<file path="src/rtl/fetch_unit.sv">
// fetch_unit: instruction fetch front end.
// Holds the fetch PC, issues in-order word requests to a variable-latency
// instruction memory, buffers returned words with their PCs in a prefetch
// FIFO and presents them to the core. A redirect flushes the FIFO, marks all
// in-flight responses for discard and restarts fetch at the new PC.
//
// Ports:
//   clk, rst          clock, asynchronous active-high reset
//   imem_req_*        request channel (valid/ready, 64-bit word address)
//   imem_resp_*       response channel (valid + 32-bit word, in request order)
//   redirect_*        branch unit restart request and target PC
//   out_*             instruction channel to the core (valid/ready, instr + pc)
module fetch_unit #(
  parameter logic [63:0] RESET_PC = 64'h0,
  parameter int          DEPTH    = 4
) (
  input  logic        clk,
  input  logic        rst,
  output logic        imem_req_valid,
  input  logic        imem_req_ready,
  output logic [63:0] imem_req_addr,
  input  logic        imem_resp_valid,
  input  logic [31:0] imem_resp_data,
  input  logic        redirect_valid,
  input  logic [63:0] redirect_pc,
  output logic        out_valid,
  input  logic        out_ready,
  output logic [31:0] out_instr,
  output logic [63:0] out_pc
);

  localparam int            AW      = $clog2(DEPTH);
  localparam int            CW      = AW + 1;
  localparam logic [CW:0]   DEPTH_C = (CW + 1)'(DEPTH);

  logic [63:0]   fetch_pc;
  logic [CW-1:0] outstanding;
  logic [CW-1:0] drop_cnt;
  logic [CW-1:0] fifo_count;

  // Tag queue: PC of every in-flight request, including ones to be dropped.
  logic [63:0]   tag_mem [DEPTH];
  logic [AW-1:0] tag_wr;
  logic [AW-1:0] tag_rd;

  logic [31:0]   fifo_instr [DEPTH];
  logic [63:0]   fifo_pc    [DEPTH];
  logic [AW-1:0] fifo_wr;
  logic [AW-1:0] fifo_rd;

  logic [CW:0] in_use;
  logic        req_fire;
  logic        resp_ok;
  logic        push;
  logic        pop;

  // Dropped responses still occupy a credit until they return, so the
  // in-flight + buffered total never exceeds the FIFO depth.
  assign in_use         = {1'b0, outstanding} + {1'b0, fifo_count};
  assign imem_req_valid = !rst && !redirect_valid && (in_use < DEPTH_C);
  assign imem_req_addr  = fetch_pc;
  assign req_fire       = imem_req_valid && imem_req_ready;

  // A response with nothing outstanding is a protocol error and is ignored.
  assign resp_ok = imem_resp_valid && (outstanding != '0);
  assign push    = resp_ok && !redirect_valid && (drop_cnt == '0);
  assign pop     = out_valid && out_ready && !redirect_valid;

  assign out_valid = (fifo_count != '0);
  assign out_instr = out_valid ? fifo_instr[fifo_rd] : 32'h0;
  assign out_pc    = out_valid ? fifo_pc[fifo_rd]    : 64'h0;

  always_ff @(posedge clk or posedge rst) begin
    if (rst) begin
      fetch_pc    <= RESET_PC;
      outstanding <= '0;
      drop_cnt    <= '0;
      fifo_count  <= '0;
      fifo_wr     <= '0;
      fifo_rd     <= '0;
      tag_wr      <= '0;
      tag_rd      <= '0;
    end else begin
      if (req_fire) tag_wr <= tag_wr + 1'b1;
      if (resp_ok)  tag_rd <= tag_rd + 1'b1;

      case ({req_fire, resp_ok})
        2'b10:   outstanding <= outstanding + 1'b1;
        2'b01:   outstanding <= outstanding - 1'b1;
        default: outstanding <= outstanding;
      endcase

      if (redirect_valid) begin
        fetch_pc   <= {redirect_pc[63:2], 2'b00};
        // No request issues in a redirect cycle, so everything still in
        // flight after this edge belongs to the old stream.
        drop_cnt   <= outstanding - CW'(resp_ok);
        fifo_count <= '0;
        fifo_wr    <= '0;
        fifo_rd    <= '0;
      end else begin
        if (req_fire) fetch_pc <= fetch_pc + 64'd4;
        if (resp_ok && (drop_cnt != '0)) drop_cnt <= drop_cnt - 1'b1;
        if (push) fifo_wr <= fifo_wr + 1'b1;
        if (pop)  fifo_rd <= fifo_rd + 1'b1;
        case ({push, pop})
          2'b10:   fifo_count <= fifo_count + 1'b1;
          2'b01:   fifo_count <= fifo_count - 1'b1;
          default: fifo_count <= fifo_count;
        endcase
      end
    end
  end

  // Storage arrays need no reset: validity is tracked by the pointers/counts.
  always_ff @(posedge clk) begin
    if (req_fire) tag_mem[tag_wr] <= fetch_pc;
    if (push) begin
      fifo_instr[fifo_wr] <= imem_resp_data;
      fifo_pc[fifo_wr]    <= tag_mem[tag_rd];
    end
  end

  a_resp_protocol: assert property (@(posedge clk) disable iff (rst)
    !(imem_resp_valid && (outstanding == '0)));

  a_credit: assert property (@(posedge clk) disable iff (rst)
    in_use <= DEPTH_C);

endmodule

</file>
<file path="config.mk">
export PLATFORM = sky130hd
export DESIGN_NAME = fetch_unit
export DESIGN_NICKNAME = d
export VERILOG_FILES = /design/src/rtl/fetch_unit.sv
export SDC_FILE = /design/constraint.sdc
export NUM_CORES = 1
export LEC_CHECK = 0
export CAP_MARGIN = 10
export CORE_ASPECT_RATIO = 1.75
export CORE_MARGIN = 8
export CORE_UTILIZATION = 38
export CTS_CLUSTER_SIZE = 40
export DETAILED_ROUTE_END_ITERATION = 6
export GPL_ROUTABILITY_DRIVEN = 0
export HOLD_SLACK_MARGIN = 0.15
export PLACE_DENSITY_LB_ADDON = 0.12
export SYNTH_ARGS = -nofsm -noshare
export SYNTH_HDL_FRONTEND = slang
export SYNTH_SLANG_ARGS = --single-unit
</file>
<file path="constraint.sdc">
create_clock -name clk -period 4.4 [get_ports clk]
set_input_delay 0.66 -clock clk [delete_from_list [all_inputs] [get_ports clk]]
set_output_delay 0.66 -clock clk [all_outputs]
set_load 0.1 [all_outputs]
</file>
# After elaboration in Yosys (flattened, before gate mapping)
# Memories as Yosys holds them, arrays and structs flattened.
# Cells that the tools add are included.
# Widths: inputs -> output; s select.
dict set report word_totals {
  mem_bits_rw 640
  ff_bits 81
  wordCells 66
  input_bits 102
  memories 3
  out_inout_bits 162
}
dict set report classes {
  eq_ne 4
  n_reduce_logical 21
  n_mux 17
  add_sub_neg 12
  order_cmp 1
}
# memory depth word_bits read_ports rd_clocked_by_memory_dff wr line
set mem_list {}
lappend mem_list {fifo_pc 4 64 1 0 1 47} ;# logic [63:0] fifo_pc [DEPTH];
lappend mem_list {tag_mem 4 64 1 0 1 42} ;# logic [63:0] tag_mem [DEPTH];
lappend mem_list {fifo_instr 4 32 1 0 1 46} ;# logic [31:0] fifo_instr [DEPTH];
# operator count
set op_table {}
lappend op_table {{$mux 64} 3}
lappend op_table {{$add 64x3->64 const B} 1}
lappend op_table {{$mux 32} 1}
lappend op_table {{$pmux 3 s2} 2}
lappend op_table {{$reduce_bool 3->1} 4}
lappend op_table {{$reduce_bool 2->1} 5}
lappend op_table {{$logic_and 1x1->1} 9}
lappend op_table {{$mux 3} 3}
lappend op_table {{$sub 3x1->3 const B} 3}
lappend op_table {{$add 2x1->2 const B} 4}
lappend op_table {{$mux 2} 4}
lappend op_table {{$add 3x1->3 const B} 2}
lappend op_table {{$add 3x3->4} 1}
lappend op_table {{$eq 2x1->1 const B} 2}
lappend op_table {{$eq 2x2->1 const B} 2}
lappend op_table {{$lt 4x3->1 const B} 1}
lappend op_table {{$mux 1} 4}
lappend op_table {{$logic_not 3->1} 1}
lappend op_table {{$sub 3x1->3} 1}
lappend op_table {{$logic_not 1->1} 2}

# Logic depth before layout (Yosys ltp)
dict set report logic_depth {
  ltp_word 7
  depth_mapped 13
  mapped_depth_nobuf 10
}

# Worst setup path after synthesis
# Ideal clock, no wire load.
dict set report synth_timing {
  path_type {input -> register}
  start {input redirect_valid}
  end {memory fifo_instr[2][0], enable pin}
  arrival_time_ns 3.670
  slack_ns 0.267
  path_stages 5
  t_required_ns 3.937
  path_cell_list {clkbuf_1 -> clkinv_1 -> and4_1 -> clkbuf_1 -> and2_1}
}
dict set report synth_between {
  elab_chain_len 5
}
# element line
set synth_rtl {}
lappend synth_rtl {{start: declaration} 24} ;# input logic redirect_valid,
lappend synth_rtl {{$logic_not 1->1} 66} ;# assign push = resp_ok && !redirect_valid && (drop_cnt == '0);
lappend synth_rtl {{$logic_and 1x1->1 (2 in a row)} 66}
lappend synth_rtl {{$mux 1} 118} ;# if (push) begin
lappend synth_rtl {{$mux 1 (implied by the code)} 119} ;# fifo_instr[fifo_wr] <= imem_resp_data;
lappend synth_rtl {{end: declaration} 46}
# Every way passes these cells.

# Final worst setup path
dict set report layout_timing {
  start {register fifo_rd[1]}
  end {output out_instr[4]}
}
dict set report layout_between {
  elab_chain_len 2
}
# element line
set layout_rtl {}
lappend layout_rtl {{start: declaration} 49} ;# logic [AW-1:0] fifo_rd;
lappend layout_rtl {{start signal: assignment} 105} ;# if (pop) fifo_rd <= fifo_rd + 1'b1;
lappend layout_rtl {{$mem_v2 4x32} -}
lappend layout_rtl {{$mux 32} 70} ;# assign out_instr = out_valid ? fifo_instr[fifo_rd] : 32'h0;
lappend layout_rtl {{end: declaration} 28} ;# output logic [31:0] out_instr,
# Every way passes these cells.

==> reports/qor.txt <==
Crit path launch type: register
Fmax: 299 MHz
Starting Density: 38.2%
Top_reg_cell synth: edfxtp_1
Least-Margin Pin Slew: 1.11 ns
Commonest non-fill, non-tap cell in the layout: edfxtp_1
Most frequent cells in the layout: edfxtp_1, clkdlybuf4s50_1, mux4_2, buf_4, and2_1
Worst VDD drop: 0.000380 V
CP arrival: 2.68 ns
Fin Setup TNS: 0 ns
# Post-CTS Setup Buffers: 0
Post-Syn Area: 28,100 µm²
CTS Buffer Depth: 3
Row cnt: 132
Port bufs: 257
Register area share after synthesis: 73.6%
Post-Synthesis Cells: 1,530
Die X: 222 µm
Max-cap viol count: 0
Leakage: 11.2 nW
Clk slew on worst S/H paths: 0.06 ns
Inst Count DP: 2,687
Max-slew headroom: 25.5%
Worst Path Required: 3.74 ns
DIE AREA: 83,400 µm²
Critical path endpoint category: output pin
Post-synth EDFFs: 624
Number of buffers created by CTS: 66
Number of vias per cell: 5.51
Final setup fails: 0
Residual DRC: 0
Post-cts gate resize count: 0
Worst reg-to-reg setup slack: 1.24 ns
Clock Skew: 0.0208 ns
Syn Area/Cell: 18.4 µm²
Vias in the first global route: 16,780
H-tree depth: 3
Warnings, synthesis: 0
Hold crit path type: input port to async pin
Share of cells above drive strength 1: 22.5%
TritonCTS Sinks: 703
Status: complete, no violations
First DRT Iteration DRCs: 1,108
Post-route minimum period: 3.34 ns
GRT overflow: 0
Io pins: 264
Routed wire per std cell: 25.7 µm
Nets: 1,938
RSZ-0062 raised after global routing: no
Crit Path Max Fanout: 30
Vias: 15,491
Final hold vios: 0
Clock latency on the worst-skew pair: 0.60 ns
Synth async-reset ratio: 11.2%
CTS root buf: clkbuf_16
Worst slack at placement: 0.897 ns
Initial antenna violation count: 1
First-pass GRT wire length: 109,000 µm
TritonCTS clock tree: built
Number of synthesized register bits: 703
Cell Count, Final, Fillers Out: 2,810
Worst Setup Slack, final: 1.06 ns
Cell Pwr Density: 637 nW/µm²
DRT Pass-1 Iters: 6
Period Utilization, post-route: 75.9%
Largest net degree at the start of global routing: 86
Core ar.: 73,700 µm²
Die Ht: 376 µm
GRT Total Usage: 17.3%
Final HPWL DP: 45,900 µm
Pins over their slew limit: 0
Netlist cell types: 53
Layout area overhead: 20.7%
Final antenna-violating net count: 0
Hold_buf cts: 0
Worst setup path class: register to output pin
Post-Route WL: 72,100 µm
## power by group
group,internal (mW),switching [mW],total [mW]
Combinational,2.14,5.37,7.50
Clock,3.08,2.43,5.51
Sequential,8.08,0.559,8.64
## registers in the layout, summed over array words and instances, names as in the netlist
name	flops
fifo_instr	128
drop_cnt	3
fifo_pc	248
tag_rd	2
outstanding	3
fifo_rd	2
tag_wr	2
fifo_count	3
fifo_wr	2
tag_mem	248
imem_req_addr	62
## critical path: stages (launching register included)
cell     delay, ns
dfrtp_4       0.71
buf_4         0.51
mux4_2        0.38
and2_1        0.18
buf_4         0.23
## cell families after synthesis
logic type,after synthesis,synth area share (%)
other cells,1,0.0133
fa+ha+maj,18,0.853
simple gates,394,7.64
compound gates,125,3.04
mux,162,12.7
buf+inv,105,1.47
flops,703,73.6
xor+xnor,22,0.685
## worst paths after layout
kind	startpoint	to	depth (start not counted)
setup / recovery	fifo_rd[1]	out_instr[4]	4
hold / removal	rst	imem_req_addr[57]	2
hold reg to reg	drop_cnt[1]	drop_cnt[1]	2
setup reg to reg	outstanding[2]	imem_req_addr[46]	9
min in group clk	redirect_valid	fifo_count[0]	2
max in group asynchronous	rst	tag_rd[0]	4
## cells in the mapped netlist (all sizes together) (5+ instances only)
| cell type | number | area [µm²] |
|---|---|---|
| nand2 | 88 | 330 |
| o311ai | 11 | 96.3 |
| o31a | 5 | 43.8 |
| a21oi | 13 | 65.1 |
| o21ai | 34 | 170 |
| ha | 16 | 200 |
| a31oi | 9 | 56.3 |
| or3 | 5 | 31.3 |
| and4 | 7 | 61.3 |
| o211ai | 24 | 180 |
| mux4 | 156 | 3510 |
| nor2 | 35 | 131 |
| buf | 29 | 129 |
| xor2 | 9 | 78.8 |
| nor4 | 18 | 119 |
| a22oi | 6 | 45.0 |
| and2 | 112 | 701 |
| clkbuf | 55 | 206 |
| nor3 | 15 | 80.1 |
| edfxtp | 624 | 18700 |
| xnor2 | 13 | 114 |
| nand3 | 43 | 215 |
| inv | 19 | 71.3 |
| dfrtp | 79 | 1980 |
| nand4 | 38 | 244 |
| or4 | 10 | 78.8 |
| and3 | 12 | 75.1 |
## cell type report
class	instances	area [µm²]
Inverter	21	80.1
Tap cell	938	1170
Antenna cell	1	2.50
Fill cell	6485	39700
Clock buffer	90	1840
Multi-Input combinational cell	725	7060
Clock inverter	31	239
Sequential cell	703	20700
Timing Repair Buffer	301	2850
## layer usage
layer / wire [µm] / vias up / track usage, %
met2: 36900 / 540 / 30.7
li1: - / 6732 / -
met5: 0 / - / 0
met3: 3870 / 117 / 3.02
met4: 2060 / 0 / 6.08
met1: 29200 / 8102 / 21.1
## through the flow
stage               util, %  cell area [µm²]  total power [mW]  hold slack, ns
global placement       43.3            31900              16.3           0.516
floorplan                 -            28200              14.3           0.481
finish                 46.1            34000              21.7           0.386
CTS                    46.1            34000              22.0           0.407
global route           46.1            34000              22.5           0.385
detailed placement     43.3            31900              16.4           0.538
No activity file was read; power rests on OpenSTA's default activity.
